==> src/rtl/reg_file_ctrl.sv <==
// ============================================================================
// Module      : reg_file_ctrl
// Description : Sequencer that expands register-file operations into ordered
//               single-cycle strobes for the accumulator, X/Y, SP and data memory.
// Revision    : 1.0 - initial release
// ============================================================================
`default_nettype none

module reg_file_ctrl #(
    parameter int             AW       = 16,
    parameter logic [AW-1:0]  SP_EMPTY = 16'h03FF,
    parameter logic [AW-1:0]  SP_FULL  = 16'h0200
) (
    input  logic          clk,
    input  logic          reset,
    input  logic          start,
    input  logic [3:0]    op,
    input  logic          reg_sel,
    input  logic [AW-1:0] addr_in,
    input  logic [AW-1:0] sp_in,
    output logic          busy,
    output logic          done,
    output logic          error,
    output logic          str_rez,
    output logic          load_x,
    output logic          load_y,
    output logic          acc_opx,
    output logic          acc_opy,
    output logic          push,
    output logic          pop,
    output logic          dm_re,
    output logic          dm_we,
    output logic [AW-1:0] dm_addr,
    output logic          wdata_sel
);

    localparam logic [2:0] ST_IDLE = 3'd0;
    localparam logic [2:0] ST_S1   = 3'd1;
    localparam logic [2:0] ST_S2   = 3'd2;
    localparam logic [2:0] ST_S3   = 3'd3;
    localparam logic [2:0] ST_DONE = 3'd4;

    localparam logic [3:0] c_OP_NOP      = 4'd0;
    localparam logic [3:0] c_OP_LOAD     = 4'd1;
    localparam logic [3:0] c_OP_MOVE     = 4'd2;
    localparam logic [3:0] c_OP_ALU      = 4'd3;
    localparam logic [3:0] c_OP_PUSH     = 4'd4;
    localparam logic [3:0] c_OP_POP      = 4'd5;
    localparam logic [3:0] c_OP_ALU_MOVE = 4'd6;

    logic [2:0]    r_state;
    logic [2:0]    w_next;
    logic [3:0]    r_op;
    logic          r_sel;
    logic [AW-1:0] r_addr;
    logic          r_err;

    logic          w_accept;
    logic          w_refused;
    logic          w_fault;
    logic          w_load;
    logic          w_acc;

    assign w_accept  = (r_state == ST_IDLE) && start;
    assign w_refused = ((r_op == c_OP_PUSH) && (sp_in == SP_FULL)) ||
                       ((r_op == c_OP_POP)  && (sp_in == SP_EMPTY));
    // Bounds and legality are only judged in the first cycle after acceptance.
    assign w_fault   = (r_state == ST_S1) && ((r_op > c_OP_ALU_MOVE) || w_refused);

    always_ff @(posedge clk) begin
        if (reset) begin
            r_state <= ST_IDLE;
            r_op    <= '0;
            r_sel   <= 1'b0;
            r_addr  <= '0;
            r_err   <= 1'b0;
        end else begin
            r_state <= w_next;
            if (w_accept) begin
                r_op   <= op;
                r_sel  <= reg_sel;
                r_addr <= addr_in;
                r_err  <= 1'b0;
            end else if (w_fault) begin
                r_err  <= 1'b1;
            end
        end
    end

    always_comb begin
        w_next = r_state;
        case (r_state)
            ST_IDLE: w_next = w_accept ? ST_S1 : ST_IDLE;
            ST_S1: begin
                case (r_op)
                    c_OP_ALU, c_OP_MOVE:      w_next = ST_DONE;
                    c_OP_ALU_MOVE, c_OP_LOAD: w_next = ST_S2;
                    c_OP_PUSH, c_OP_POP:      w_next = w_refused ? ST_IDLE : ST_S2;
                    default:                  w_next = ST_IDLE;
                endcase
            end
            ST_S2:   w_next = (r_op == c_OP_POP) ? ST_S3 : ST_DONE;
            ST_S3:   w_next = ST_DONE;
            ST_DONE: w_next = ST_IDLE;
            default: w_next = ST_IDLE;
        endcase
    end

    always_comb begin
        busy      = (r_state != ST_IDLE);
        done      = 1'b0;
        str_rez   = 1'b0;
        push      = 1'b0;
        pop       = 1'b0;
        dm_re     = 1'b0;
        dm_we     = 1'b0;
        dm_addr   = '0;
        wdata_sel = 1'b0;
        w_load    = 1'b0;
        w_acc     = 1'b0;
        case (r_state)
            ST_S1: begin
                case (r_op)
                    c_OP_NOP:      done = 1'b1;
                    c_OP_ALU:      str_rez = 1'b1;
                    c_OP_ALU_MOVE: str_rez = 1'b1;
                    c_OP_MOVE: begin
                        w_load = 1'b1;
                        w_acc  = 1'b1;
                    end
                    c_OP_LOAD: begin
                        dm_re   = 1'b1;
                        dm_addr = r_addr;
                    end
                    c_OP_PUSH: begin
                        if (w_refused) begin
                            done = 1'b1;
                        end else begin
                            dm_we     = 1'b1;
                            dm_addr   = sp_in;
                            wdata_sel = r_sel;
                        end
                    end
                    c_OP_POP: begin
                        if (w_refused) begin
                            done = 1'b1;
                        end else begin
                            pop = 1'b1;
                        end
                    end
                    default: done = 1'b1;
                endcase
            end
            ST_S2: begin
                case (r_op)
                    c_OP_ALU_MOVE: begin
                        w_load = 1'b1;
                        w_acc  = 1'b1;
                    end
                    c_OP_LOAD: w_load = 1'b1;
                    c_OP_PUSH: push = 1'b1;
                    c_OP_POP: begin
                        // SP was incremented by the pop strobe, so sp_in now names the top slot.
                        dm_re   = 1'b1;
                        dm_addr = sp_in;
                    end
                    default: ;
                endcase
            end
            ST_S3:   w_load = (r_op == c_OP_POP);
            ST_DONE: done = 1'b1;
            default: ;
        endcase
        load_x  = w_load & ~r_sel;
        load_y  = w_load &  r_sel;
        acc_opx = load_x & w_acc;
        acc_opy = load_y & w_acc;
        error   = r_err | w_fault;
    end

endmodule

`default_nettype wire

==> config.mk <==
export PLATFORM = sky130hd
export DESIGN_NAME = reg_file_ctrl
export DESIGN_NICKNAME = d
export VERILOG_FILES = /design/src/rtl/reg_file_ctrl.sv
export SDC_FILE = /design/constraint.sdc
export NUM_CORES = 1
export LEC_CHECK = 0
export CAP_MARGIN = 10
export CORE_MARGIN = 1
export CORE_UTILIZATION = 41
export CTS_CLUSTER_SIZE = 14
export DETAILED_ROUTE_END_ITERATION = 12
export GPL_TIMING_DRIVEN = 1
export PLACE_DENSITY = 0.86
export SYNTH_ARGS = -nofsm -noshare
export SYNTH_HDL_FRONTEND = slang
export SYNTH_SLANG_ARGS = --single-unit
==> constraint.sdc <==
create_clock -name clk -period 2.1 [get_ports clk]
set_clock_uncertainty 0.1 [all_clocks]
set_input_delay 0.315 -clock clk [delete_from_list [all_inputs] [get_ports clk]]
set_output_delay 0.315 -clock clk [all_outputs]
set_load 0.05 [all_outputs]
==> results of run 1 <==
kinds of logic after synthesis:
kind of cell	Yosys count	share of synthesized area, %
simple gates	112	37.8
compound gates	52	21.9
flops	25	33.2
buf+inv	19	5.39
xor+xnor	3	1.74
per-layer routing:
metal / overflow / GRT usage, %
met1: 0 / 80.3
met2: 83 / 102
met3: 0 / 53.6
met4: 72 / 102
met5: 0 / 1.39
Yosys cell counts, drive strengths merged:
cell and n:
nand2 63, a21oi 27, dfxtp 25, o21ai 11, clkbuf 10, nor4 8
a22o 7, buf 7, nor3 6, nand2b 4, nand4 4, nor2 4
nor3b 4, and2 3, nand3 3, or4 3, inv 2, nor2b 2
nor4b 2, or2 2, or3b 2, xnor2 2, a21o 1, a311oi 1
a31oi 1, a32oi 1, nand3b 1, o21a 1, o22ai 1, o31ai 1
or3 1, xor2 1
per-stage QoR:
stage	utilization [%]	TNS [ns]	instances
2_1_floorplan	-	-1.16	211
3_5_place_dp	81.8	-4.40	341
3_3_place_gp	81.8	-4.06	341
4_1_cts	92.4	-7.21	358
repair_timing:
action | in CTS
pin swaps | 28
cloned | 2
buffers inserted | 11
resized for setup | 77
endpoints found under the setup margin | 28
==> flow_metrics.py, run 1 <==
metrics = {
    "clocking": {
        "cts_hold_buf": 0,
        "htreeDepth": 1,
        "cts_root_buf": "clkbuf_8",
        "cts.sinks": 25,
        "cts_made_buffers": 3,
        "clockBufferDepth": 2,
    },
    "status": {
        "failed_stage": "5_1_grt",
        "error": "[ERROR GRT-0232] Routing congestion too high. Check the congestion heatmap in the GUI.",
        "status": "did not finish",
    },
    "floorplan": {
        "die_width_um": 62.7,
        "initial_utilization_pct": 43.8,
        "dieHeight_um": 62.7,
        "ioPinCount": 69,
        "num_rows": 21,
    },
    "placed_design": {
        "dpl-instance-area_um2": 2820,
        "place.gp.congestion": 0.879,
        "dpl_worst_slack_ns": -0.708,
        "numPortBuffers": 68,
        "dp_hpwl_mm": 4.17,
    },
    "yosys": {
        "synth_top_area_share_pct": 33.2,
        "syn_inst": 211,
        "ys_types": 39,
        "yosysTopAreaCell": "dfxtp_1",
        "netlist_top_cells_area": "dfxtp_1 (33%), nand2_1 (16%), a21oi_1 (9.0%)",
        "yosysWarnings": 0,
        "synthesis.area_um2": 1510,
        "synth_area_per_cell_um2": 7.15,
        "synth_nets": 251,
        "ys_seq_area_share_pct": 33.2,
        "ys_ff_latch": 25,
    },
    "global_routing": {
        "grt_remaining_overflow": 155,
        "grt_use_total_pct": 81.4,
        "grt_max_degree": 14,
    },
    "timing": {
        "worst-ep-kind": "primary output",
        "crit_endpoint": "done",
    },
}
==> run 2: changes to the inputs <==
Settings changed: CORE_UTILIZATION 41 to 26, CTS_CLUSTER_SIZE 14 to default, PLACE_DENSITY 0.86 to default, PLACE_DENSITY_LB_ADDON from default to 0.15.
==> flow_metrics.py, run 2 <==
metrics = {
    "final_layout": {
        "drive_gt1_share_pct": 47.8,
        "final_nets": 353,
        "design_area_um2": 3390,
        "reg_top3": "r_addr x16, r_op x4, r_state x3",
        "area_growth_pct": 125,
        "regMostFlops": "r_addr",
        "seq_area_um2": 507,
        "utilization_pct": 61.2,
        "nFillCells": 505,
        "diodes": 0,
        "mostFrequentLayoutCells": "nand2_1 (50), buf_4 (34), buf_12 (27)",
        "multiInputGateArea_um2": 1380,
        "final_common_cell": "nand2_1",
        "largest_reg_flops": 16,
    },
    "setup_path": {
        "cp_top_family": "simple AND/OR/NAND/NOR gates",
        "crit_chain": "buf_6 > or4_4 > or4_4 > a21o_4 > buf_6 > a21oi_4 > buf_12",
        "start_kind": "primary input",
        "cpPeakStageDelay_ns": 0.53,
        "path_buf_inv": 3,
        "critPathKind": "in2out",
        "arrival_ns": 2.06,
        "crit_slowest_cell": "or4_4",
        "cp_data_required_time_ns": 1.68,
        "path_max_fanout": 3,
        "endpoint_kind": "output port",
    },
    "placed_design": {
        "dpl-instance-area_um2": 2830,
        "numPortBuffers": 68,
        "place.gp.congestion": 0.830,
        "dp_hpwl_mm": 3.79,
    },
    "power": {
        "p_sw_share_pct": 31.4,
        "internal_power_uw": 845,
        "powerDensity_nw_per_um2": 363,
        "p_leak_uw": 0.00140,
        "p_comb_share_pct": 34.1,
        "irDropWorstVdd_mv": 0.240,
        "p_switching_uw": 386,
        "pwr-share-clk_pct": 23.2,
        "seq_power_share_pct": 42.7,
    },
    "yosys": {
        "ys_types": 39,
        "ys_ff_latch": 25,
        "synth_edf_count": 0,
        "ys_seq_area_share_pct": 33.2,
        "synthTopCellsByCount": "nand2_1 (63), a21oi_1 (27), dfxtp_1 (25)",
        "yosysWarnings": 0,
        "synth_nets": 251,
        "netlist_top_cells_area": "dfxtp_1 (33%), nand2_1 (16%), a21oi_1 (9.0%)",
        "synth_top_area_share_pct": 33.2,
        "synth_area_per_cell_um2": 7.15,
        "async_flop_share_pct": 0,
        "syn_inst": 211,
        "synthesis.area_um2": 1510,
        "yosysTopAreaCell": "dfxtp_1",
        "synth.most_common_cell": "nand2_1",
        "synthFlopType": "dfxtp_1",
    },
    "drt": {
        "post_drt_wl_per_cell_um": 14.9,
        "route.detailed.drc": 0,
        "postRouteAntennaNets": 0,
        "routed_wl_mm": 5.73,
        "dr.pass1.iters": 4,
        "drtIter0Drc": 77,
        "vias_per_cell": 4.86,
        "num_vias": 1865,
    },
    "clocking": {
        "cts_tree": "built",
        "cts.clk_slew.worst_paths_ns": 0.09,
        "cts_root_buf": "clkbuf_8",
        "cts.sinks": 25,
        "clock_latency_ns": 0.27,
        "cts_made_buffers": 3,
        "htreeDepth": 1,
        "cts_hold_buf": 0,
        "clockBufferDepth": 2,
    },
    "timing": {
        "fmax_ghz": 0.404,
        "finalHoldViolations": 0,
        "slew_headroom_pct": 73.5,
        "fin_ws_ns": -0.376,
        "worst_pin_slew_ns": 0.396,
        "fin_crit_ns": 2.48,
        "fin_hold_ws_ns": 0.362,
        "rsz0062_at_grt": "yes",
        "slew_viol_final": 0,
        "setup_tns_ns": -3.88,
        "setup_viol": 25,
        "fin_crit_sh_pct": 118,
    },
    "floorplan": {
        "dieHeight_um": 78.2,
        "initial_utilization_pct": 27.2,
        "ioPinCount": 69,
        "dieArea_um2": 6110,
        "num_rows": 27,
        "die_width_um": 78.2,
        "coreArea_um2": 5540,
    },
    "status": {
        "violations": "setup timing",
        "status": "finished, violations left",
    },
    "global_routing": {
        "grt_remaining_overflow": 0,
        "grt_max_degree": 24,
        "grt_use_total_pct": 19.1,
        "grt_pass1_vias": 1823,
        "grt_first_pass_wirelength_mm": 9.18,
        "antenna_found_initial": 0,
    },
    "flow_run": {
        "maxCapViolations": 0,
    },
    "worst_hold_path": {
        "hp-class": "reg2reg",
    },
}
run 2: worst min-delay path: stages, from the launching register on:
cell     delay [ns]
dfxtp_1        0.32
nand2_1        0.05
a21oi_1        0.05
run 2: routing by layer:
layer | wire, um | up-vias | global-route usage, %
met3 | 297 | 2 | 4.53
met4 | 17 | 0 | 4.07
met2 | 2980 | 51 | 33.2
met1 | 2430 | 872 | 23.9
li1 | - | 940 | -
met5 | 0 | - | 0
run 2: power by group through the flow:
stage          clock [uW]  combinational [uW]  sequential [uW]
2_1_floorplan           0                 177              528
3_3_place_gp            0                 361              530
3_5_place_dp            0                 363              530
4_1_cts               301                 393              522
5_1_grt               325                 450              530
6_report              285                 420              526
run 2: per-stage QoR:
stage                     power, uW  cells  worst slack [ns]
after global routing           1310    384            -0.407
final                          1230    384            -0.376
after CTS                      1220    380            -0.486
after global placement          891    363            -0.680
after detailed placement        893    363            -0.695
after floorplan                 704    211            -0.324
run 2: worst paths after layout:
path / slack (ns) / cells past startpoint / endpoint / startpoint
worst max-delay path: -0.38 / 7 / error / sp_in[12]
worst min-delay path: 0.36 / 2 / r_addr[6] / r_addr[6]
worst max register to register: 0.23 / 8 / r_state[1] / r_op[1]
worst min register to register: 0.36 / 2 / r_addr[6] / r_addr[6]
run 2: what timing repair did:
item,CTS,global route
setup endpoints to repair,27,28
pin swaps,18,18
gates cloned,3,0
buffers inserted,10,4
resized for setup,73,47
run 2: final cells by class:
| class | instances | area share (%) |
|---|---|---|
| clock buffers | 4 | 1.33 |
| well taps | 72 | 2.66 |
| inverters | 2 | 0.221 |
| repair buffers | 114 | 40.2 |
| multi-input cells | 167 | 40.6 |
| flip-flops and latches | 25 | 14.9 |
run 2: kinds of logic after synthesis:
| kind of cell | synth area share (%) |
|---|---|
| flops | 33.2 |
| xor+xnor | 1.74 |
| buf+inv | 5.39 |
| simple gates | 37.8 |
| compound gates | 21.9 |
No activity file was read; power rests on OpenSTA's default activity.
